[config.mk]
export PLATFORM = sky130hd
export DESIGN_NAME = sr_write_sequencer_flat
export DESIGN_NICKNAME = d
export VERILOG_FILES = /design/src/rtl/sr_write_sequencer_if.sv /design/src/rtl/sr_write_sequencer.sv /design/src/flat_wrapper.sv
export SDC_FILE = /design/constraint.sdc
export NUM_CORES = 1
export LEC_CHECK = 0
export CAP_MARGIN = 10
export CORE_MARGIN = 5
export CORE_UTILIZATION = 45
export CTS_BUF_LIST = sky130_fd_sc_hd__clkbuf_16
export CTS_CLUSTER_SIZE = 10
export DETAILED_ROUTE_END_ITERATION = 10
export PLACE_DENSITY = 0.78
export SLEW_MARGIN = 20
export SYNTH_ARGS = -nofsm -noshare
export SYNTH_HDL_FRONTEND = slang
export SYNTH_SLANG_ARGS = --single-unit
[constraint.sdc]
create_clock -name clk -period 2.1 [get_ports clk]
set_clock_uncertainty 0.15 [all_clocks]
set_input_delay 0.42 -clock clk [delete_from_list [all_inputs] [get_ports clk]]
set_output_delay 0.42 -clock clk [all_outputs]
set_load 0.02 [all_outputs]
[src/rtl/sr_write_sequencer_if.sv]
// Command word bus into the shift-register write sequencer: a 16-bit word
// moves on a valid/ready handshake.
interface sr_write_sequencer_if;
    logic        cmd_valid;
    logic [15:0] cmd_data;
    logic        cmd_ready;

    modport master (output cmd_valid, output cmd_data, input cmd_ready);
    modport slave  (input cmd_valid, input cmd_data, output cmd_ready);
endinterface

[src/rtl/sr_write_sequencer.sv]
// Collects a frame of configuration words, replays each as a wr_en/din strobe,
// then drives a stretched start pulse, a programmable settle time and done.
module sr_write_sequencer #(
    parameter int NUM_WORDS    = 11,
    parameter int CNT_WIDTH    = 8,
    parameter int START_CYCLES = 128,
    parameter int WAIT_WIDTH   = 16
) (
    input  logic                  clk,
    input  logic                  rst,
    sr_write_sequencer_if.slave   cmd,
    input  logic                  go,
    input  logic                  abort,
    input  logic [WAIT_WIDTH-1:0] wait_cycles,
    output logic                  sr_wr_en,
    output logic [15:0]           sr_din,
    output logic                  sr_start,
    output logic                  busy,
    output logic                  done,
    output logic [CNT_WIDTH-1:0]  word_count,
    output logic                  err_underflow
);
    localparam int SC_W = $clog2(START_CYCLES + 1);
    localparam logic [CNT_WIDTH-1:0] FULL_COUNT = CNT_WIDTH'(NUM_WORDS);
    localparam logic [SC_W-1:0]      START_LAST = SC_W'(START_CYCLES - 1);

    typedef enum logic [2:0] {ST_IDLE, ST_LOAD, ST_START, ST_WAIT, ST_DONE} state_t;

    state_t                state_q, state_d;
    logic [CNT_WIDTH-1:0]  word_count_q, word_count_d;
    logic [WAIT_WIDTH-1:0] wait_cnt_q, wait_cnt_d;
    logic [SC_W-1:0]       start_cnt_q, start_cnt_d;
    logic                  sr_wr_en_q, sr_wr_en_d;
    logic [15:0]           sr_din_q, sr_din_d;
    logic                  err_q, err_d;
    logic                  sr_start_q, busy_q, done_q;
    logic                  ready_en_q;
    logic                  cmd_ready_c, accept, frame_full;

    // ready_en_q keeps cmd_ready low while reset is applied and for the
    // release edge itself, even though the state is already IDLE.
    assign frame_full  = (word_count_q == FULL_COUNT);
    assign cmd_ready_c = ready_en_q && (state_q == ST_IDLE || state_q == ST_LOAD)
                         && (word_count_q < FULL_COUNT);
    assign accept      = cmd.cmd_valid && cmd_ready_c;

    always_comb begin
        state_d      = state_q;
        word_count_d = word_count_q;
        wait_cnt_d   = wait_cnt_q;
        start_cnt_d  = start_cnt_q;
        sr_wr_en_d   = 1'b0;
        sr_din_d     = sr_din_q;
        err_d        = err_q;
        if (abort) begin
            state_d      = ST_IDLE;
            word_count_d = '0;
            wait_cnt_d   = '0;
            start_cnt_d  = '0;
        end else begin
            case (state_q)
                ST_IDLE, ST_LOAD: begin
                    if (accept) begin
                        sr_wr_en_d   = 1'b1;
                        sr_din_d     = cmd.cmd_data;
                        word_count_d = word_count_q + 1'b1;
                        state_d      = ST_LOAD;
                    end
                    // Judged on the pre-accept count; a full frame never accepts.
                    if (go) begin
                        if (frame_full) begin
                            state_d     = ST_START;
                            wait_cnt_d  = wait_cycles;
                            start_cnt_d = '0;
                            err_d       = 1'b0;
                        end else begin
                            err_d = 1'b1;
                        end
                    end
                end
                ST_START: begin
                    if (start_cnt_q == START_LAST) begin
                        state_d     = ST_WAIT;
                        start_cnt_d = '0;
                    end else begin
                        start_cnt_d = start_cnt_q + 1'b1;
                    end
                end
                ST_WAIT: begin
                    if (wait_cnt_q == '0) begin
                        state_d = ST_DONE;
                    end else begin
                        wait_cnt_d = wait_cnt_q - 1'b1;
                    end
                end
                ST_DONE: begin
                    word_count_d = '0;
                    state_d      = ST_IDLE;
                end
                default: state_d = ST_IDLE;
            endcase
        end
    end

    // Status outputs are decoded from the next state so they come straight off flops.
    always_ff @(posedge clk or posedge rst) begin
        if (rst) begin
            state_q      <= ST_IDLE;
            word_count_q <= '0;
            wait_cnt_q   <= '0;
            start_cnt_q  <= '0;
            sr_wr_en_q   <= 1'b0;
            sr_din_q     <= '0;
            err_q        <= 1'b0;
            sr_start_q   <= 1'b0;
            busy_q       <= 1'b0;
            done_q       <= 1'b0;
            ready_en_q   <= 1'b0;
        end else begin
            state_q      <= state_d;
            word_count_q <= word_count_d;
            wait_cnt_q   <= wait_cnt_d;
            start_cnt_q  <= start_cnt_d;
            sr_wr_en_q   <= sr_wr_en_d;
            sr_din_q     <= sr_din_d;
            err_q        <= err_d;
            sr_start_q   <= (state_d == ST_START);
            busy_q       <= (state_d == ST_START) || (state_d == ST_WAIT) || (state_d == ST_DONE);
            done_q       <= (state_d == ST_DONE);
            ready_en_q   <= 1'b1;
        end
    end

    assign cmd.cmd_ready  = cmd_ready_c;
    assign sr_wr_en       = sr_wr_en_q;
    assign sr_din         = sr_din_q;
    assign sr_start       = sr_start_q;
    assign busy           = busy_q;
    assign done           = done_q;
    assign word_count     = word_count_q;
    assign err_underflow  = err_q;
endmodule
[src/flat_wrapper.sv]
// flat-port wrapper written by rule: the top's interface ports become plain ports
module sr_write_sequencer_flat 
#(
    parameter int NUM_WORDS    = 11,
    parameter int CNT_WIDTH    = 8,
    parameter int START_CYCLES = 128,
    parameter int WAIT_WIDTH   = 16
)
  (clk, rst, go, abort, wait_cycles, sr_wr_en, sr_din, sr_start, busy, done, word_count, err_underflow, cmd_cmd_valid, cmd_cmd_data, cmd_cmd_ready);
  sr_write_sequencer_if cmd_i ();
  input  logic clk;
  input  logic rst;
  input  logic go;
  input  logic abort;
  input  logic [WAIT_WIDTH-1:0] wait_cycles;
  output logic sr_wr_en;
  output logic [15:0] sr_din;
  output logic sr_start;
  output logic busy;
  output logic done;
  output logic [CNT_WIDTH-1:0] word_count;
  output logic err_underflow;
  input wire logic [$bits(cmd_i.cmd_valid)-1:0] cmd_cmd_valid;
  input wire logic [$bits(cmd_i.cmd_data)-1:0] cmd_cmd_data;
  output wire logic [$bits(cmd_i.cmd_ready)-1:0] cmd_cmd_ready;
  assign cmd_i.cmd_valid = cmd_cmd_valid;
  assign cmd_i.cmd_data = cmd_cmd_data;
  assign cmd_cmd_ready = cmd_i.cmd_ready;
  sr_write_sequencer #(.NUM_WORDS(NUM_WORDS), .CNT_WIDTH(CNT_WIDTH), .START_CYCLES(START_CYCLES), .WAIT_WIDTH(WAIT_WIDTH)) u_core (.clk(clk), .rst(rst), .cmd(cmd_i), .go(go), .abort(abort), .wait_cycles(wait_cycles), .sr_wr_en(sr_wr_en), .sr_din(sr_din), .sr_start(sr_start), .busy(busy), .done(done), .word_count(word_count), .err_underflow(err_underflow));
endmodule
==> impl_metrics.csv, run 1 <==
group,metric,value,unit
worst_setup_path,start_kind,"register",
route,first_pass_iters,5,
synthesis,netlist_instances,282,
floorplanning,io_pins,67,
synthesis,synth_area,2953,um^2
worst_hold_path,hold_path.class,"in2async",
floorplanning,die-area,8282,um^2
worst_setup_path,cp_cell_sequence,"buf_6 -> or4_4 -> or3_4 -> o311ai_1 -> o211ai_1",
worst_setup_path,r2r-start,"u_core.wait_cnt_q[1]$_DFFE_PP0P_",
worst_setup_path,timing.rr.end,"u_core.wait_cnt_q[11]$_DFFE_PP0P_",
clock_network,clk_latency,0.32,ns
worst_setup_path,end_kind,"register",
synthesis,ys_warn_count,0,
layout,area_delta_synth_final,50.89,%
route,via_count,2896,
timing,tns,-0.01243,ns
layout,n_antenna_cell,0,
worst_setup_path,crit_path_top_delay_cell,"or4_4",
worst_setup_path,rrSetupSlack,-0.01,ns
synthesis,synth_flop_cell,"dfrtp_1",
clock_network,cts_tree,"done",
global_routing,grt_util_all_layers,0.2046,
synthesis,synth_edf_count,0,
timing,setup_violations,2,
layout,final_common_cell,"clkdlybuf4s50_1",
clock_network,clock_sinks,57,
synthesis,async_flop_share,1.000,
global_routing,met1_usage,0.2830,
global_routing,grt.busiest_layer,"met2",
placed_design,place_inst,455,
floorplanning,die_w,91.01,um
worst_setup_path,cp.arrival,2.14,ns
global_routing,grt_max_degree,24,
global_routing,overflow,0,
layout,fin_area,4456,um^2
pwr,vdd_drop_max,0.6373,mV
route,routed_wl,8539,um
floorplanning,core_area,6350,um^2
timing,hold_viol,0,
global_routing,grt_first_pass_wirelength,14010,um
placed_design,portBuffers,66,
global_routing,met2_usage,0.3191,
synthesis,avgSynthCellArea,10.47,um^2
pwr,cellPowerDensity,711.1,nW/um^2
global_routing,antenna_found_initial,0,
run_status,violations,"negative setup slack",
timing,period_share,1.005,
layout,final_util,0.7017,
route,via_per_inst,6.059,
layout,multi_input_area,1518,um^2
pwr,power.total,3.168,mW
placed_design,place.gp.congestion,0.9035,
timing,fin_ws,-0.01019,ns
timing,fmax,473.9,MHz
placed_design,placed_area,4009,um^2
synthesis,ys_types,63,
clock_network,htree_levels,3,
route,drc,0,
layout,seq_area,1434,um^2
pwr,power_leakage,1.971,nW
worst_setup_path,crit_family,"simple AND/OR/NAND/NOR gates",
worst_setup_path,worstRegToRegCells,5,
worst_setup_path,worst-path-buf-inv,1,
timing,grt_setup_unrepaired,"yes",
route,wire_per_inst,17.86,um
layout,final_nets,436,
layout,n_fill_cell,444,
clock_network,clk_pin_slew,0.05,ns
clock_network,cts_made_buffers,9,
layout,layout-drive-gt1-share,0.2544,
floorplanning,die_h,91.01,um
global_routing,grt_use_met3,0.04876,
worst_setup_path,cp_max_fo,5,
clock_network,cts_root_buf,"clkbuf_16",
worst_setup_path,setup.worst_path.class,"reg2reg",
timing,finalCriticalPeriod,2.110,ns
layout,final_cell_mix,"clkdlybuf4s50_1, dfrtp_1, buf_4",
run_status,outcome,"finished, violations left",
synthesis,syn-num-nets,322,
timing,drv_slew,0,
global_routing,first_global_vias,2762,
worst_setup_path,required,2.13,ns
clock_network,clk_path_buf_depth,2,
route,drtIter0Drc,380,
synthesis,ys_seq_area_frac,0.4831,
job,maxCapViolCount,0,
synthesis,synth-seq-cells,57,
layout,final_cell_count_no_fill,478,
placed_design,hpwl,5731,um
floorplanning,start_util,0.4650,
route,antenna_left,0,
worst_setup_path,critPathMaxStageDelay,0.49,ns
floorplanning,row_count,29,
[sequential cells by signal (all words and copies together), names as in the netlist]
name                  count
u_core.sr_din            16
u_core.wait_cnt_q        16
u_core.start_cnt_q        8
u_core.word_count         8
u_core.state_q            3
u_core.busy               1
u_core.done               1
u_core.err_underflow      1
u_core.ready_en_q         1
u_core.sr_start           1
u_core.sr_wr_en           1
[what timing repair did]
action / CTS / global route
buffers inserted: 0 / 5
gates cloned: 2 / 0
pin swaps: 4 / 5
hold buffers: 0 / 0
gates resized for setup: 13 / 12
setup endpoints to repair: 28 / 25
[stage by stage]
step	hold WS (ns)	worst slack (ns)
after floorplan	0.3100	-0.04618
after global placement	0.3099	-0.1808
after detailed placement	0.3284	-0.2723
after CTS	0.2792	0.01034
after global routing	0.3149	-0.03592
final	0.2668	-0.01019
[worst max-delay path by stage]
stage                                      from                           endpoint  cells past startpoint
6_report       u_core.wait_cnt_q[1]$_DFFE_PP0P_  u_core.wait_cnt_q[11]$_DFFE_PP0P_                      5
5_1_grt        u_core.wait_cnt_q[1]$_DFFE_PP0P_  u_core.wait_cnt_q[13]$_DFFE_PP0P_                      5
4_1_cts        u_core.wait_cnt_q[0]$_DFFE_PP0P_  u_core.wait_cnt_q[10]$_DFFE_PP0P_                      7
3_5_place_dp   u_core.wait_cnt_q[0]$_DFFE_PP0P_   u_core.wait_cnt_q[2]$_DFFE_PP0P_                      7
3_3_place_gp   u_core.wait_cnt_q[0]$_DFFE_PP0P_   u_core.wait_cnt_q[2]$_DFFE_PP0P_                      7
2_1_floorplan  u_core.word_count[4]$_DFFE_PP0P_       u_core.sr_din[1]$_DFFE_PP0P_                      7
[layer usage]
metal  up-vias  routed length, um
li1       1322                  -
met1      1404               3689
met2       153               4033
met3        17                695
met4         0                120
met5         -                  0
[cell type report]
| class | instances | area share |
|---|---|---|
| tap | 77 | 0.02162 |
| clock buffer | 9 | 0.05055 |
| timing repair buffer | 117 | 0.2409 |
| clock inverter | 7 | 0.01938 |
| inverter | 6 | 0.005055 |
| sequential | 57 | 0.3218 |
| multi-input combinational | 205 | 0.3406 |
[cells by family after synthesis]
logic type / Yosys count / share of synthesized area
other: 1 / 0.001270
buffers and inverters: 22 / 0.03686
DFF: 57 / 0.4831
muxes: 17 / 0.06441
xor gates and xnor gates: 3 / 0.008900
and+or+nand+nor: 109 / 0.2157
adders and majority gates: 3 / 0.01271
AOI/OAI and AO/OA: 70 / 0.1771
[synth_stat cells (3+ instances only)]
cell type / count / area, um^2
dfrtp_1: 57 / 1426
nand3_1: 18 / 90.09
nand2_1: 16 / 60.06
nor2_1: 15 / 56.30
a21oi_1: 12 / 60.06
o221ai_1: 12 / 105.1
mux2_1: 10 / 112.6
nor3_1: 8 / 40.04
o21ai_0: 8 / 40.04
and2_1: 7 / 43.79
clkbuf_1: 7 / 26.28
mux2_2: 6 / 67.56
o211ai_1: 6 / 45.04
or3_1: 6 / 37.54
inv_1: 5 / 18.77
nand4_1: 5 / 31.28
nor4_1: 5 / 31.28
and3_1: 4 / 25.02
and4_1: 4 / 35.03
o2111ai_1: 4 / 35.03
a31oi_1: 3 / 18.77
buf_2: 3 / 15.01
ha_1: 3 / 37.54
nor2b_1: 3 / 18.77
nor3b_1: 3 / 22.52
o31ai_1: 3 / 22.52
[worst register-to-register path: cells and delay by family (launching register included)]
kind	cells	cell delay, ns
flops	1	0.39
simple gates	2	0.92
buf+inv	1	0.12
compound gates	2	0.38
[report_power, final]
| part | switching, mW | internal (mW) |
|---|---|---|
| Combinational | 0.203 | 0.252 |
| Sequential | 0.0352 | 1.17 |
| Clock | 0.485 | 1.02 |
Power figures use the tool's default switching activity.
==> run 2: changes to the inputs <==
Settings changed: SETUP_SLACK_MARGIN from default to 0.02.
==> impl_metrics.csv, run 2 (synthesized netlist as in run 1, its figures left out) <==
group,metric,value,unit
worst_setup_path,rrSetupSlack,0.04,ns
clock_network,cts_root_buf,"clkbuf_16",
floorplanning,die-area,8282,um^2
route,drc,0,
layout,n_antenna_cell,0,
timing,tightest_slew,0.4935,ns
floorplanning,row_count,29,
clock_network,clk_path_buf_depth,2,
run_status,outcome,"completed",
pwr,cellPowerDensity,714.2,nW/um^2
route,via_count,2884,
worst_setup_path,cp_max_fo,5,
floorplanning,start_util,0.4650,
route,routed_wl,8821,um
clock_network,htree_levels,3,
worst_setup_path,r2r-start,"u_core.wait_cnt_q[0]$_DFFE_PP0P_",
worst_hold_path,hold_path.class,"in2async",
timing,finalCriticalPeriod,2.058,ns
clock_network,cts_hold_buf,0,
clock_network,clk_latency,0.32,ns
global_routing,grt_max_degree,58,
layout,final_util,0.7011,
global_routing,grt_first_pass_wirelength,13920,um
timing,drv_slew,0,
floorplanning,die_h,91.01,um
timing,hold_viol,0,
route,drtIter0Drc,193,
route,wire_per_inst,18.61,um
global_routing,grt_util_all_layers,0.2078,
placed_design,place_inst,454,
floorplanning,core_area,6350,um^2
worst_setup_path,cp.arrival,2.09,ns
layout,final_common_cell,"clkdlybuf4s50_1",
route,via_per_inst,6.084,
timing,grt_setup_unrepaired,"yes",
timing,period_share,0.9802,
worst_setup_path,start_kind,"register",
clock_network,clock_sinks,57,
timing,max-slew-margin-rel,0.6680,
route,antenna_left,0,
pwr,power_leakage,1.952,nW
floorplanning,io_pins,67,
placed_design,hpwl,5654,um
pwr,vdd_drop_max,0.5624,mV
worst_setup_path,required,2.13,ns
layout,final_nets,432,
worst_setup_path,end_kind,"register",
timing,setup_violations,0,
placed_design,place.gp.congestion,0.8704,
timing,fin_ws,0.04157,ns
placed_design,pre_cts_slack,-0.1892,ns
layout,layout-drive-gt1-share,0.2469,
worst_setup_path,setup.worst_path.class,"reg2reg",
timing,whs,0.3351,ns
clock_network,cts_made_buffers,9,
job,maxCapViolCount,0,
worst_setup_path,timing.rr.end,"u_core.wait_cnt_q[15]$_DFFE_PP0P_",
floorplanning,die_w,91.01,um
clock_network,clk_pin_slew,0.05,ns
layout,final_cell_count_no_fill,474,
clock_network,cts_tree,"done",
placed_design,portBuffers,66,
layout,final_cell_mix,"clkdlybuf4s50_1, dfrtp_1, buf_4",
route,first_pass_iters,5,
global_routing,first_global_vias,2832,
global_routing,antenna_found_initial,0,
timing,fmax,485.8,MHz
global_routing,overflow,0,
worst_setup_path,worstRegToRegCells,5,
pwr,power.total,3.180,mW
layout,area_delta_synth_final,50.76,%
[run 2: cell count changes in the layout (fill, tap and decap cells not counted), sizes merged]
cell	change
clkinvlp	-1
buf	-4
inv	+1
[run 2: worst max path at each step]
| stage | slack [ns] | from | to |
|---|---|---|---|
| 2_1_floorplan | -0.05 | u_core.word_count[4]$_DFFE_PP0P_ | u_core.sr_din[1]$_DFFE_PP0P_ |
| 3_5_place_dp | -0.19 | u_core.wait_cnt_q[1]$_DFFE_PP0P_ | u_core.wait_cnt_q[2]$_DFFE_PP0P_ |
| 3_3_place_gp | -0.11 | abort | u_core.wait_cnt_q[4]$_DFFE_PP0P_ |
| 6_report | 0.04 | u_core.wait_cnt_q[0]$_DFFE_PP0P_ | u_core.wait_cnt_q[15]$_DFFE_PP0P_ |
| 5_1_grt | 0.01 | u_core.wait_cnt_q[0]$_DFFE_PP0P_ | u_core.wait_cnt_q[15]$_DFFE_PP0P_ |
| 4_1_cts | 0.02 | u_core.word_count[0]$_DFFE_PP0P_ | cmd_cmd_ready |
[run 2: layout make-up]
class,instances,area [um^2]
inverters,6,22.52
clock buffers,9,225.2
flip-flops and latches,57,1431
multi-input cells,205,1574
repair buffers,113,1023
clock inverters,7,78.83
fillers,423,1898
well taps,77,96.34
[run 2: critical path, stage by stage, from the launching register on]
cell      delay (ns)
dfrtp_1         0.37
buf_4           0.14
or4_4           0.43
or3_4           0.44
o311ai_4        0.22
o221ai_1        0.15
[run 2: through the flow]
stage,instance area (um^2),TNS (ns)
after floorplan,2988,-0.4195
after global placement,3995,-2.092
after detailed placement,3995,-3.264
after CTS,4325,0
after global routing,4452,0
final,4452,0
[run 2: power by group]
group          switching [mW]  internal [mW]
Combinational           0.209          0.270
Sequential             0.0421           1.17
Clock                   0.475           1.01
[run 2: what timing repair did]
item | in CTS | in global routing
buffers inserted | 0 | 2
endpoints found under the setup margin | 25 | 33
cloned | 1 | 1
resized for setup | 10 | 21
pin swaps | 1 | 4
endpoints found under the hold margin | 0 | 0
[run 2: layer usage]
metal,share of wire,GRT usage
met5,0,0
met4,0.014,0.07702
met3,0.072,0.05372
met2,0.49,0.3371
met1,0.42,0.2678
==> run 3: changes to the inputs <==
Settings changed: CORE_MARGIN 5 to 8.
==> impl_metrics.csv, run 3 (synthesized netlist as in run 1, its figures left out) <==
group,metric,value,unit
layout,final_util,0.6997,
route,drtIter0Drc,266,
layout,multi_input_area,1530,um^2
pwr,vdd_drop_max,0.6828,mV
pwr,power.total,3.192,mW
floorplanning,start_util,0.4650,
route,drc,0,
placed_design,hpwl,5912,um
timing,hold_viol,0,
worst_setup_path,required,2.15,ns
route,first_pass_iters,4,
timing,drv_slew,0,
layout,final_cell_mix,"clkdlybuf4s50_1, dfrtp_1, buf_4",
global_routing,first_global_vias,2832,
clock_network,cts_root_buf,"clkbuf_16",
run_status,outcome,"completed",
floorplanning,die_w,97.01,um
floorplanning,die-area,9410,um^2
worst_setup_path,start_kind,"register",
clock_network,cts_made_buffers,9,
clock_network,clk_latency,0.33,ns
global_routing,grt_first_pass_wirelength,14240,um
worst_setup_path,cp_max_fo,5,
route,via_count,2803,
floorplanning,core_area,6350,um^2
worst_setup_path,setup.worst_path.class,"reg2reg",
global_routing,grt_max_degree,58,
layout,seq_area,1431,um^2
global_routing,grt_util_all_layers,0.1828,
layout,area_delta_synth_final,50.47,%
pwr,power_leakage,1.968,nW
timing,whs,0.3205,ns
worst_hold_path,hold_path.class,"in2async",
worst_setup_path,rrSetupSlack,0.03,ns
timing,fin_ws,0.03387,ns
route,antenna_left,0,
route,wire_per_inst,18.32,um
route,routed_wl,8741,um
layout,final_cell_count_no_fill,477,
layout,n_antenna_cell,0,
worst_setup_path,critPathMaxStageDelay,0.49,ns
worst_setup_path,crit_path_top_delay_cell,"or4_4",
layout,n_fill_cell,465,
clock_network,cts_hold_buf,0,
layout,layout-drive-gt1-share,0.2450,
placed_design,place_inst,457,
job,maxCapViolCount,0,
worst_setup_path,end_kind,"register",
floorplanning,die_h,97.01,um
worst_setup_path,crit_family,"simple AND/OR/NAND/NOR gates",
placed_design,portBuffers,66,
clock_network,clk_path_buf_depth,2,
clock_network,clk_pin_slew,0.05,ns
clock_network,cts_tree,"done",
route,via_per_inst,5.876,
clock_network,clock_sinks,57,
layout,final_nets,435,
layout,final_common_cell,"clkdlybuf4s50_1",
floorplanning,io_pins,67,
timing,setup_violations,0,
global_routing,overflow,0,
timing,period_share,0.9839,
pwr,cellPowerDensity,718.5,nW/um^2
worst_setup_path,cp.arrival,2.12,ns
timing,fmax,484.0,MHz
worst_setup_path,worst-path-buf-inv,1,
clock_network,htree_levels,3,
timing,finalCriticalPeriod,2.066,ns
worst_setup_path,cp_cell_sequence,"buf_6 -> or4_4 -> or3_4 -> o31ai_1 -> o221ai_2",
floorplanning,row_count,29,
timing,grt_setup_unrepaired,"yes",
placed_design,place.gp.congestion,0.8507,
placed_design,pre_cts_slack,-0.1713,ns
global_routing,antenna_found_initial,0,
==> run 3: changes by cell type in the layout (fill, tap and decap cells not counted), sizes merged <==
cell      before  now
clkinvlp       0    2
clkinv         4    3
buf           48   51
inv            7    6
==> run 3: path summary, 6_finish.rpt <==
| path | cells after the start | end | startpoint |
|---|---|---|---|
| worst max register to register | 5 | u_core.wait_cnt_q[13]$_DFFE_PP0P_ | u_core.wait_cnt_q[1]$_DFFE_PP0P_ |
| worst max-delay path | 5 | u_core.wait_cnt_q[13]$_DFFE_PP0P_ | u_core.wait_cnt_q[1]$_DFFE_PP0P_ |
| worst min register to register | 2 | u_core.err_underflow$_DFFE_PP0P_ | u_core.err_underflow$_DFFE_PP0P_ |
| max in group asynchronous | 3 | u_core.word_count[0]$_DFFE_PP0P_ | rst |
| min in group clk | 2 | u_core.err_underflow$_DFFE_PP0P_ | u_core.err_underflow$_DFFE_PP0P_ |
| worst min-delay path | 3 | u_core.sr_din[8]$_DFFE_PP0P_ | rst |
==> run 3: layer usage <==
metal	wire [um]	vias to the layer above	GRT usage
li1	-	1329	-
met1	3889	1318	0.2467
met2	3939	145	0.2682
met3	763	11	0.04836
met4	148	0	0.07811
met5	0	-	0
==> run 3: area by class of cell <==
class | count | share of cell area
flip-flops and latches | 57 | 0.3222
repair buffers | 116 | 0.2363
well taps | 77 | 0.02168
inverters | 6 | 0.005069
multi-input cells | 205 | 0.3444
clock buffers | 9 | 0.05069
clock inverters | 7 | 0.01971
==> run 3: per-stage QoR <==
stage / instance area, um^2 / TNS [ns]
finish: 4443 / 0
global route: 4443 / -0.06837
CTS: 4353 / 0
detailed placement: 4018 / -2.939
global placement: 4018 / -1.962
floorplan: 2988 / -0.4195
==> run 3: what timing repair did <==
item | CTS | global route
buffers inserted | 0 | 2
pin swaps | 0 | 3
cloned | 0 | 2
setup endpoints to repair | 15 | 32
resized for setup | 9 | 13
==> run 3: worst min-delay path: cells and delay by family <==
| kind | cells | cell delay (ns) |
|---|---|---|
| buffers and inverters | 3 | 0.76 |
==> run 3: report_power, final <==
| group | leakage (nW) | switching (mW) | internal (mW) |
|---|---|---|---|
| clock network | 0.150 | 0.507 | 1.03 |
| registers | 0.749 | 0.0381 | 1.17 |
| logic | 1.07 | 0.206 | 0.248 |
